File: src/rtl/pipeline_sync_controller.sv
// pipeline_sync_controller: per-stage load enables and valid bits for an N-stage pipeline,
//   with load-use stall, branch flush, halt/drain/resume and an integrated clock-enable divider.
// Ports: clk/rst (async active-low); stall/flush/halt/resume requests; tick (divided strobe);
//   stage_en (comb), stage_valid (reg), updatePC, halted, cycle_count, retired_count.
module pipeline_sync_controller #(
  parameter int STAGES      = 5,
  parameter int DIV         = 1,
  parameter int STALL_STAGE = 1,
  parameter int FLUSH_STAGE = 2
) (
  input  logic              clk,
  input  logic              rst,
  input  logic              stall,
  input  logic              flush,
  input  logic              halt,
  input  logic              resume,
  output logic              tick,
  output logic [STAGES-1:0] stage_en,
  output logic [STAGES-1:0] stage_valid,
  output logic              updatePC,
  output logic              halted,
  output logic [31:0]       cycle_count,
  output logic [31:0]       retired_count
);

  typedef enum logic [1:0] {S_IDLE, S_RUN, S_DRAIN, S_HALTED} state_t;

  localparam int CW = (DIV > 1) ? $clog2(DIV) : 1;
  localparam logic [CW-1:0] DIV_LAST = CW'(DIV - 1);

  logic [CW-1:0]     div_q, div_d;
  state_t            state_q, state_d;
  logic [STAGES-1:0] valid_q, valid_d;
  logic [31:0]       cycle_q, cycle_d;
  logic [31:0]       retired_q, retired_d;
  logic              div_wrap;
  logic              active;

  // Divider free-runs; tick is forced low while reset is asserted so every
  // output reads 0 in reset even when DIV=1.
  assign div_wrap = (div_q == DIV_LAST);
  assign tick     = rst & div_wrap;
  assign active   = tick & ((state_q == S_RUN) | (state_q == S_DRAIN));

  always_comb begin
    div_d = div_wrap ? '0 : div_q + 1'b1;
  end

  // State register plus all other flops
  always_ff @(posedge clk or negedge rst) begin
    if (!rst) begin
      div_q     <= '0;
      state_q   <= S_IDLE;
      valid_q   <= '0;
      cycle_q   <= '0;
      retired_q <= '0;
    end else begin
      div_q     <= div_d;
      state_q   <= state_d;
      valid_q   <= valid_d;
      cycle_q   <= cycle_d;
      retired_q <= retired_d;
    end
  end

  // Next-state logic
  always_comb begin
    state_d = state_q;
    if (tick) begin
      case (state_q)
        S_IDLE:   state_d = S_RUN;
        S_RUN:    if (halt) state_d = S_DRAIN;
        S_DRAIN:  if (valid_q == '0) state_d = S_HALTED;
        S_HALTED: if (resume) state_d = S_RUN;
        default:  state_d = S_IDLE;
      endcase
    end
  end

  // Output logic: enables and PC load
  always_comb begin
    stage_en = '0;
    updatePC = 1'b0;
    if (active) begin
      stage_en = '1;
      updatePC = (state_q == S_RUN);
      // Draining fetches nothing, so IF stays closed unless a flush reloads it.
      if (state_q == S_DRAIN) stage_en[0] = 1'b0;
      if (flush) begin
        stage_en[FLUSH_STAGE-1:0] = '1;
        updatePC = 1'b1;
      end else if (stall) begin
        stage_en[STALL_STAGE:0] = '0;
        updatePC = 1'b0;
      end
    end
  end

  // Valid bits shift one stage per active tick; flush wins over stall.
  always_comb begin
    valid_d = valid_q;
    if (active) begin
      valid_d = {valid_q[STAGES-2:0], (state_q == S_RUN)};
      if (flush) begin
        valid_d[FLUSH_STAGE-1:0] = '0;
      end else if (stall) begin
        valid_d[STALL_STAGE:0]   = valid_q[STALL_STAGE:0];
        valid_d[STALL_STAGE+1]   = 1'b0;
      end
    end
  end

  always_comb begin
    cycle_d   = cycle_q;
    retired_d = retired_q;
    if (tick && (state_q != S_HALTED)) cycle_d = cycle_q + 32'd1;
    if (tick && valid_q[STAGES-1] && stage_en[STAGES-1]) retired_d = retired_q + 32'd1;
  end

  assign stage_valid   = valid_q;
  assign halted        = (state_q == S_HALTED);
  assign cycle_count   = cycle_q;
  assign retired_count = retired_q;

endmodule
File: config.mk
export PLATFORM = sky130hd
export DESIGN_NAME = pipeline_sync_controller
export DESIGN_NICKNAME = d
export VERILOG_FILES = /design/src/rtl/pipeline_sync_controller.sv
export SDC_FILE = /design/constraint.sdc
export NUM_CORES = 1
export LEC_CHECK = 0
export BUFFER_PORTS_ARGS = -buffer_cell sky130_fd_sc_hd__buf_2
export CORE_MARGIN = 3
export CORE_UTILIZATION = 54
export CTS_CLUSTER_SIZE = 28
export DETAILED_ROUTE_END_ITERATION = 7
export PLACE_DENSITY = 0.81
export SETUP_SLACK_MARGIN = 0.02
export SLEW_MARGIN = 20
export SYNTH_ARGS = -nofsm -noshare
export SYNTH_HDL_FRONTEND = slang
export SYNTH_SLANG_ARGS = --single-unit
export TNS_END_PERCENT = 10
File: constraint.sdc
create_clock -name clk -period 2 [get_ports clk]
set_input_delay 0.4 -clock clk [delete_from_list [all_inputs] [get_ports clk]]
set_output_delay 0.4 -clock clk [all_outputs]
set_load 0.02 [all_outputs]
==> metrics.md, run 1 <==
| Metric | Value |
|---|---|
| Result of the run | `finished with violations` |
| Violated checks | `hold timing, setup timing` |
| Max-cap violations | `0` |
| Slew at the pin closest to its max-slew limit | `786 ps` |
| Final HPWL DP | `5.31 mm` |
| Via count of the first global-routing pass | `2652` |
| CTS Buf Count | `9` |
| Global router's overall resource usage | `21.4%` |
| Number of hold violations in the final report | `3` |
| Post-DP Area | `4070 sq um` |
| Worst-case clock skew | `5.51 ps` |
| Maximum fanout along the worst path | `4` |
| Initial antenna violation count | `0` |
| Worst endpoint required time | `1600 ps` |
| Gpl congestion | `0.786` |
| WL/cell | `15.6 microns` |
| Critical path buffer and inverter count | `2` |
| Pin count of the biggest net entering global routing | `64` |
| Util after Layout | `70.3%` |
| Starting Density | `57.9%` |
| Vias per cell | `5.51` |
| CTS root buffer | `clkbuf_8` |
| Nature of the critical path endpoint | `output pin` |
| Slew Limit Fails | `0` |
| PwrDens | `895 nW/um^2` |
| Max-Slew Margin vs Limit | `47.6%` |
| Iteration-0 DRC Markers | `117` |
| Final setup violating endpoints | `4` |
| H-Tree Level Count | `3` |
| Leakage power of the design | `2.33 nW` |
| Post-synthesis net count | `320` |
| Wire length of the first global-routing pass | `12.7 mm` |
| Highest Clock Rate | `465 MHz` |
| CORE AREA | `6130 sq um` |
| Setup ws final | `-148 ps` |
| Layout Cell Area excl Fill | `4310 sq um` |
| Synthesis warning total | `0` |
| Portion of the clock cycle consumed by the worst path in the final layout | `107%` |
| Final worst path period need | `2150 ps` |
| Family of cells with the greatest summed delay on the critical path | `flip-flops` |
| Via total after detailed routing | `2644` |
| Post-route DRC | `0` |
| R2r startpoint | `state_q[0]$_DFFE_PN0P_` |
| Flip-flop and latch count after synthesis | `71` |
| Global route total overflow | `0` |
| Clock transition at the register clock pins on the worst setup and hold paths after CTS | `60 ps` |
| Number of clock sinks seen by CTS | `71` |
| Setup crit start | `state_q[0]$_DFFE_PN0P_` |
| Fin Hold WS | `-110 ps` |
| Type of the worst min-delay path | `input pin to asynchronous set/reset pin` |
| Maximum clock path buffer count | `2` |
| X dimension of the die | `87.1 microns` |
| CTS tree | `yes` |
| Total number of nets in the final design | `414` |
| Chip height | `87.1 microns` |
| Length of the first detailed-routing pass in iterations | `4` |
| Signal arrival time at the worst endpoint | `1750 ps` |
| Netlist cell types | `43` |
| Post-synthesis area per instance | `11.5 sq um` |
| Number of port buffers | `82` |
| Worst Setup Slack post-DPL | `-123 ps` |
| Post-synthesis instance total | `309` |
| Number of nets with antenna violations after detailed routing | `0` |
| Slowest cell on crit path | `dfrtp_1` |
| Series of cell instances along the critical path | `inv_2, ha_4, or2b_4, a21oi_4, a21boi_4, buf_6` |
| Layout overhead on the synthesized area | `21.4%` |
| Delay of the slowest cell on the worst path | `390 ps` |
| Setup crit start kind | `register` |
| Number of top-level design ports | `83` |
| Diodes inserted | `0` |
| Setup repair after global routing missed its margin | `true` |
| Startpoint-to-endpoint class of the critical path | `register to output pin` |
| Synth Cell Area | `3550 sq um` |
| Ratio of cells with drive above 1 in the final layout | `35.8%` |
| Insertion delay of the later-clocked pin in the worst-skew pair | `330 ps` |
| Drt total wl | `7.51 mm` |
| Share of synthesized area occupied by flip-flops and latches | `50.1%` |
| Full die area | `7580 sq um` |
| VDD IR max | `0.819 mV` |
| Number of cell rows | `28` |
==> cell type report <==
class                      count  area (sq um)
fill                         440          1820
sequential                    71          1780
tap                           75          93.8
timing repair buffer          96           534
clock inverter                 2          10.0
multi-input combinational    217          1720
clock buffer                  11           141
inverter                       8          30.0
==> cell usage in the layout (no fill, tap or decap), drive strengths merged, types with 2 or more instances in the layout <==
cell type / instances
nand4: 19
nor3: 12
nor2: 9
dfrtp: 71
xor2: 34
inv: 8
clkbuf: 11
buf: 96
clkinv: 2
o21ai: 2
and2: 3
xnor2: 28
nor2b: 2
nand3: 23
nor4: 15
and3: 11
nand2: 25
ha: 5
mux2i: 2
mux2: 2
and4: 11
==> power by group <==
part | switching, mW | total [mW] | internal, mW
clock | 0.475 | 0.934 | 0.459
combinational | 0.661 | 1.19 | 0.533
sequential | 0.157 | 1.73 | 1.57
total | 1.29 | 3.86 | 2.57
==> cell usage after synthesis <==
cell | count | area (sq um)
dfrtp_1 | 71 | 1780
xor2_1 | 34 | 298
xnor2_1 | 28 | 245
nand2_1 | 25 | 93.8
nand3_1 | 21 | 105
nand4_1 | 15 | 93.8
nor3_1 | 12 | 60.1
nor4_2 | 12 | 150
and3_1 | 9 | 56.3
nor2_1 | 9 | 33.8
inv_1 | 8 | 30.0
and4_1 | 7 | 61.3
buf_4 | 5 | 37.5
ha_1 | 5 | 62.6
buf_2 | 4 | 20.0
nand4_4 | 4 | 85.1
and2_1 | 3 | 18.8
nor4_1 | 3 | 18.8
and3_2 | 2 | 15.0
and4_2 | 2 | 20.0
and4_4 | 2 | 22.5
buf_6 | 2 | 22.5
clkbuf_1 | 2 | 7.51
mux2_2 | 2 | 22.5
mux2i_1 | 2 | 20.0
nand3_4 | 2 | 35.0
nor2b_1 | 2 | 12.5
a21boi_0 | 1 | 7.51
a21oi_1 | 1 | 5.00
a22o_1 | 1 | 8.76
a22oi_1 | 1 | 7.51
a31o_2 | 1 | 8.76
and2b_1 | 1 | 7.51
and4b_1 | 1 | 10.0
nand2b_1 | 1 | 6.26
nand3b_1 | 1 | 7.51
nor4b_2 | 1 | 15.0
o2111ai_1 | 1 | 8.76
o21ai_0 | 1 | 5.00
o21ai_1 | 1 | 5.00
or2_0 | 1 | 6.26
or2b_1 | 1 | 7.51
or4_1 | 1 | 7.51
==> sequential cells by signal, summed over array words and instances, names as in the netlist <==
| signal | count |
|---|---|
| stage_valid | 5 |
| state_q | 2 |
| retired_count | 32 |
| cycle_count | 32 |
==> metrics by stage <==
stage                     std cells  hold WS, ps  TNS, ps  power, mW
after global placement          463          234        0       2.77
after floorplan                 309          104        0       2.44
after global routing            480         -125     -767       4.10
final                           480         -110     -331       3.86
after detailed placement        463          237     -449       2.80
after CTS                       479         -120     -339       3.86
==> what timing repair did <==
action / CTS / global route
endpoints found under the setup margin: 20 / 14
resized for setup: 11 / 5
pin swaps: 1 / 3
setup buffers: 3 / 1
hold endpoints to repair: 3 / 3
==> path summary, 6_finish.rpt <==
path,to,slack [ps],cells past startpoint
min in group clk,stage_valid[0]$_DFFE_PN0P_,280,2
setup / recovery,stage_en[0],-150,6
hold reg to reg,cycle_count[31]$_DFFE_PN0P_,460,1
max in group asynchronous,cycle_count[31]$_DFFE_PN0P_,1120,2
setup reg to reg,retired_count[30]$_DFFE_PN0P_,130,6
hold / removal,stage_valid[3]$_DFFE_PN0P_,-110,1
==> kinds of logic after synthesis <==
kind of cell | after synthesis | synth area share [%]
simple gates | 138 | 26.8
buf+inv | 21 | 3.31
mux | 4 | 1.20
fa+ha+maj | 5 | 1.76
compound gates | 8 | 1.59
flops | 71 | 50.1
xor+xnor | 62 | 15.3
==> per-layer routing <==
| metal | global-route usage [%] | vias up | part of all wire, % |
|---|---|---|---|
| met1 | 27.7 | 1295 | 43 |
| met3 | 4.82 | 8 | 5.5 |
| met2 | 35.1 | 66 | 50 |
| met5 | 0 | - | 0 |
| li1 | - | 1275 | - |
| met4 | 8.22 | 0 | 1.3 |
Note: power is estimated with default switching activity, not from simulation.
==> run 2, diff against run 1 <==
--- a/config.mk
+++ b/config.mk
@@ -10,7 +10,7 @@
 export CORE_UTILIZATION = 54
 export CTS_CLUSTER_SIZE = 28
 export DETAILED_ROUTE_END_ITERATION = 7
-export PLACE_DENSITY = 0.81
+export PLACE_DENSITY = 0.8
 export SETUP_SLACK_MARGIN = 0.02
 export SLEW_MARGIN = 20
 export SYNTH_ARGS = -nofsm -noshare
==> run 2 against run 1 <==
Effect of this change:
- the run ends with setup timing left
- combinational power increased by 11%
- design area increased by 4.6%
- register-to-register slack got worse by 160 ps
- core utilization increased by 3.2 points
- sequential cell count unchanged
- routed wire length increased by 4.8%
- first-iteration DRC count decreased by 39%
- sequential power about the same
- setup slack got worse by 1.1 ps
- largest power group unchanged
- highest routed layer unchanged
==> metrics.md, run 2 (synthesized netlist as in run 1, its figures left out) <==
| Metric | Value |
|---|---|
| Layout overhead on the synthesized area | `27.0%` |
| Pin count of the biggest net entering global routing | `42` |
| R2r startpoint | `state_q[0]$_DFFE_PN0P_` |
| CORE AREA | `6130 sq um` |
| H-Tree Level Count | `3` |
| Starting Density | `57.9%` |
| Final setup violating endpoints | `10` |
| Setup ws final | `-149 ps` |
| Number of cell rows | `28` |
| Util after Layout | `73.5%` |
| Leakage power of the design | `2.42 nW` |
| Nature of the critical path endpoint | `output pin` |
| PwrDens | `930 nW/um^2` |
| Clock transition at the register clock pins on the worst setup and hold paths after CTS | `70 ps` |
| End of the worst register-to-register path | `retired_count[24]$_DFFE_PN0P_` |
| Via count of the first global-routing pass | `2645` |
| Portion of the clock cycle consumed by the worst path in the final layout | `107%` |
| X dimension of the die | `87.1 microns` |
| Slew Limit Fails | `0` |
| Max-Slew Margin vs Limit | `65.0%` |
| Final HPWL DP | `5.39 mm` |
| Diodes inserted | `0` |
| Number of nets with antenna violations after detailed routing | `0` |
| Maximum clock path buffer count | `2` |
| Worst endpoint required time | `1600 ps` |
| Length of the first detailed-routing pass in iterations | `4` |
| WL/cell | `16.0 microns` |
| Violated checks | `setup timing` |
| Startpoint-to-endpoint class of the critical path | `register to output pin` |
| Post-route DRC | `0` |
| Total placed cells including tap cells | `465` |
| Slew at the pin closest to its max-slew limit | `525 ps` |
| Full die area | `7580 sq um` |
| Chip height | `87.1 microns` |
| Wire length of the first global-routing pass | `12.9 mm` |
| Number of top-level design ports | `83` |
| Worst-case clock skew | `10.7 ps` |
| Total number of nets in the final design | `422` |
| Count of hold buffers inserted by post-cts repair | `0` |
| Type of the worst min-delay path | `input pin to asynchronous set/reset pin` |
| CTS tree | `yes` |
| Number of clock sinks seen by CTS | `71` |
| Number of hold violations in the final report | `0` |
| Number of port buffers | `82` |
| Finished Layout Cells | `491` |
| Most frequent cells in the layout | `75 x buf_2, 71 x dfrtp_1, 34 x xor2_1, 28 x xnor2_1, 24 x nand2_1` |
| Drt total wl | `7.87 mm` |
| CTS Buf Count | `9` |
| Overall power of the completed layout | `4.19 mW` |
| Leading cell type in the layout, fill and taps excluded | `buf_2` |
| Ratio of cells with drive above 1 in the final layout | `40.1%` |
| Highest Clock Rate | `465 MHz` |
| Fin Hold WS | `79.1 ps` |
| R2R cell count | `8` |
| VDD IR max | `1.02 mV` |
| Final worst path period need | `2150 ps` |
| Setup crit start kind | `register` |
| Filler cell count | `430` |
| Initial antenna violation count | `0` |
| Max-cap violations | `0` |
| Global route total overflow | `0` |
| Signal arrival time at the worst endpoint | `1750 ps` |
| Register-to-register path setup slack | `-30 ps` |
| Insertion delay of the later-clocked pin in the worst-skew pair | `350 ps` |
| Vias per cell | `5.48` |
| CTS root buffer | `clkbuf_8` |
| Iteration-0 DRC Markers | `71` |
| Via total after detailed routing | `2689` |
| Gpl congestion | `0.782` |
| Result of the run | `finished with violations` |
| Setup repair after global routing missed its margin | `true` |
| Global router's overall resource usage | `21.8%` |
| Maximum fanout along the worst path | `2` |
[run 2: changes by cell type in the layout (fill, tap and decap cells not counted), sizes merged]
cell      previous run  this run
nand4               19        20
clkinv               2         3
bufinv               0         1
buf                 96       103
clkbuf              11        10
clkinvlp             0         2
[run 2: how the worst max path moves through the flow]
stage                                         end              startpoint  slack [ps]  cells past startpoint
finish                                stage_en[0]  state_q[0]$_DFFE_PN0P_        -150                      6
global route                          stage_en[0]  state_q[0]$_DFFE_PN0P_        -210                      6
CTS                                   stage_en[0]  state_q[1]$_DFFE_PN0P_        -120                      5
detailed placement  retired_count[24]$_DFFE_PN0P_  state_q[0]$_DFFE_PN0P_        -130                      6
global placement    retired_count[28]$_DFFE_PN0P_  state_q[0]$_DFFE_PN0P_          10                      6
floorplan                             stage_en[0]  state_q[0]$_DFFE_PN0P_          50                      5
[run 2: through the flow]
step / setup WS, ps / setup TNS, ps / area [sq um]
floorplan: 53.2 / 0 / 3570
global placement: 11.0 / 0 / 4080
detailed placement: -128 / -641 / 4080
CTS: -120 / -253 / 4370
global route: -208 / -1490 / 4510
finish: -149 / -492 / 4510
[run 2: where the power goes]
part           switching [mW]  total [mW]  internal (mW)
clock                   0.538        1.14          0.603
sequential              0.163        1.74           1.57
combinational           0.702        1.32          0.616
[run 2: layout make-up]
cell class              instances  area (sq um)  area share, %
clock buffers                  10           138           3.05
clock inverters                 6          60.1           1.33
inverters                       8          35.0          0.777
multi-input cells             218          1800           39.9
flip-flops and latches         71          1780           39.4
well taps                      75          93.8           2.08
repair buffers                103           604           13.4
[run 2: repair_timing]
action                                  CTS  global route
endpoints found under the setup margin   20            30
gates resized for setup                  17            19
gates cloned                              0             1
pin swaps                                 3             6
hold endpoints to repair                  0             0
setup buffers                             6             3
[run 2: critical path, cell delays in order (launching register included)]
cell      delay, ps
dfrtp_1         410
inv_2            90
ha_4            200
or2b_4          270
a21oi_4         120
a21boi_4        190
buf_6           130
[run 2: routing by layer]
metal	wire, microns	track usage [%]	up-vias
li1	-	-	1298
met1	3510	28.7	1310
met2	3770	34.6	71
met3	476	6.05	10
met4	114	7.65	0
met5	0	0	-
==> run 3, diff against run 2 <==
--- a/config.mk
+++ b/config.mk
@@ -6,11 +6,13 @@
 export NUM_CORES = 1
 export LEC_CHECK = 0
 export BUFFER_PORTS_ARGS = -buffer_cell sky130_fd_sc_hd__buf_2
-export CORE_MARGIN = 3
-export CORE_UTILIZATION = 54
+export CELL_PAD_IN_SITES_DETAIL_PLACEMENT = 1
+export CELL_PAD_IN_SITES_GLOBAL_PLACEMENT = 1
+export CORE_MARGIN = 2
+export CORE_UTILIZATION = 42
 export CTS_CLUSTER_SIZE = 28
 export DETAILED_ROUTE_END_ITERATION = 7
-export PLACE_DENSITY = 0.8
+export PLACE_DENSITY_LB_ADDON = 0.1
 export SETUP_SLACK_MARGIN = 0.02
 export SLEW_MARGIN = 20
 export SYNTH_ARGS = -nofsm -noshare
==> run 3 against run 2 <==
Effect of this change:
- die area rose by 21%
- count of clock-buffer cells in the layout rose by 2
- design area fell by 2.0%
- the run ends with hold timing, setup timing left
- combinational power fell by 8%
- clock power barely moved
- sequential share of layout area rose by 0.80 points
- sequential cell count did not move
- core utilization fell by 20 points
- largest cell class is now sequential cells
- maximum frequency rose by 0.72%
==> metrics.md, run 3 (synthesized netlist as in run 1, its figures left out) <==
| Metric | Value |
|---|---|
| Fin Hold WS | `-139 ps` |
| CTS root buffer | `clkbuf_8` |
| Slew at the pin closest to its max-slew limit | `650 ps` |
| R2r startpoint | `state_q[0]$_DFFE_PN0P_` |
| Gpl congestion | `0.737` |
| Leakage power of the design | `2.32 nW` |
| Highest Clock Rate | `469 MHz` |
| Chip height | `95.9 microns` |
| WL/cell | `16.7 microns` |
| CTS tree | `yes` |
| Vias per cell | `5.29` |
| Starting Density | `43.2%` |
| Worst-case clock skew | `11.7 ps` |
| Portion of the clock cycle consumed by the worst path in the final layout | `107%` |
| Number of port buffers | `82` |
| Layout overhead on the synthesized area | `24.5%` |
| Number of hold violations in the final report | `4` |
| Number of nets with antenna violations after detailed routing | `0` |
| X dimension of the die | `95.9 microns` |
| Series of cell instances along the critical path | `inv_2, ha_4, or2b_4, a21oi_4, a21boi_4, buf_6` |
| R2R cell count | `8` |
| Final setup violating endpoints | `11` |
| PwrDens | `931 nW/um^2` |
| Length of the first detailed-routing pass in iterations | `4` |
| CTS Buf Count | `9` |
| Insertion delay of the later-clocked pin in the worst-skew pair | `360 ps` |
| Setup ws final | `-134 ps` |
| Max-Slew Margin vs Limit | `56.6%` |
| Leading cell type in the layout, fill and taps excluded | `buf_2` |
| Type of the worst min-delay path | `input pin to asynchronous set/reset pin` |
| Sum of negative setup slack | `-798 ps` |
| Via total after detailed routing | `2712` |
| Startpoint-to-endpoint class of the critical path | `register to output pin` |
| Finished Layout Cells | `513` |
| Max-cap violations | `0` |
| Total number of nets in the final design | `414` |
| Total placed cells including tap cells | `493` |
| Full die area | `9200 sq um` |
| Slew Limit Fails | `0` |
| Violated checks | `hold timing, setup timing` |
| CORE AREA | `8220 sq um` |
| Number of cell rows | `33` |
| Final HPWL DP | `6.04 mm` |
| Setup repair after global routing missed its margin | `true` |
| Global route total overflow | `0` |
| Maximum fanout along the worst path | `3` |
| Filler cell count | `896` |
| Initial antenna violation count | `0` |
| Setup crit start kind | `register` |
| Maximum clock path buffer count | `2` |
| Number of clock sinks seen by CTS | `71` |
| Ratio of cells with drive above 1 in the final layout | `38.2%` |
| Slowest cell on crit path | `dfrtp_1` |
| Number of top-level design ports | `83` |
| H-Tree Level Count | `3` |
| Global router's overall resource usage | `20.1%` |
| Post-route DRC | `0` |
| Diodes inserted | `0` |
| End of the worst register-to-register path | `retired_count[30]$_DFFE_PN0P_` |
| Iteration-0 DRC Markers | `95` |
| Drt total wl | `8.55 mm` |
| Signal arrival time at the worst endpoint | `1730 ps` |
| Pin count of the biggest net entering global routing | `52` |
| Clock transition at the register clock pins on the worst setup and hold paths after CTS | `80 ps` |
| Most frequent cells in the layout | `78 x buf_2, 71 x dfrtp_1, 34 x xor2_1, 28 x xnor2_1, 25 x nand2_1` |
| Delay of the slowest cell on the worst path | `410 ps` |
| VDD IR max | `0.843 mV` |
| Result of the run | `finished with violations` |
| Wire length of the first global-routing pass | `14.1 mm` |
| Via count of the first global-routing pass | `2821` |
| Nature of the critical path endpoint | `output pin` |
| Worst endpoint required time | `1600 ps` |
| Final worst path period need | `2130 ps` |
| Register-to-register path setup slack | `-60 ps` |
-- run 3: cell types whose count changed in the layout (fill, tap and decap cells not counted), sizes merged --
cell	before	now
buf	103	96
clkbuf	10	12
nand4	20	19
clkinvlp	2	0
-- run 3: cell type report --
cell class | count | area (sq um) | area share, %
Sequential cell | 71 | 1780 | 40.2
Clock inverter | 4 | 45.0 | 1.02
Clock buffer | 12 | 145 | 3.29
Inverter | 8 | 30.0 | 0.680
Multi-Input combinational cell | 217 | 1760 | 39.8
Tap cell | 105 | 131 | 2.97
Timing Repair Buffer | 96 | 533 | 12.1
-- run 3: power by group --
part,internal [mW],switching [mW],total [mW]
Clock,0.605,0.553,1.16
Sequential,1.57,0.160,1.73
Combinational,0.541,0.683,1.22
-- run 3: routing by layer --
layer	share of wire, %	global-route usage (%)	up-vias	routed length, microns
met5	0	0	-	0
met4	1.5	7.50	0	125
met3	3.8	4.54	11	321
met2	51	33.7	52	4340
met1	44	25.4	1368	3760
li1	-	-	1281	-
-- run 3: worst max-delay path, delay by kind of cell (launching register included) --
| kind | cells | cell delay (ps) |
|---|---|---|
| flip-flops | 1 | 410 |
| AO/OA/AOI/OAI | 2 | 300 |
| AND/OR/NAND/NOR | 1 | 270 |
| buffers and inverters | 2 | 200 |
| adder cells (fa/ha/maj) | 1 | 200 |
-- run 3: through the flow --
stage / area (sq um) / setup slack [ps] / utilization, % / power (mW)
3_3_place_gp: 4100 / 84.9 / 49.9 / 2.78
6_report: 4420 / -134 / 53.8 / 4.11
2_1_floorplan: 3570 / 53.2 / - / 2.44
3_5_place_dp: 4100 / -37.4 / 49.9 / 2.82
4_1_cts: 4350 / -170 / 52.9 / 4.12
5_1_grt: 4420 / -221 / 53.8 / 4.35
-- run 3: what timing repair did --
action / 4_1_cts / 5_1_grt
buffers inserted: 4 / 0
pin swaps: 2 / 2
resized for setup: 7 / 16
hold endpoints to repair: 4 / 4
setup endpoints to repair: 15 / 30
-- run 3: how the worst max path moves through the flow --
stage / start / end / slack (ps)
floorplan: state_q[0]$_DFFE_PN0P_ / stage_en[0] / 50
global placement: state_q[0]$_DFFE_PN0P_ / retired_count[30]$_DFFE_PN0P_ / 80
detailed placement: state_q[0]$_DFFE_PN0P_ / retired_count[30]$_DFFE_PN0P_ / -40
CTS: state_q[0]$_DFFE_PN0P_ / stage_en[0] / -170
global route: state_q[0]$_DFFE_PN0P_ / stage_en[0] / -220
finish: state_q[0]$_DFFE_PN0P_ / stage_en[0] / -130
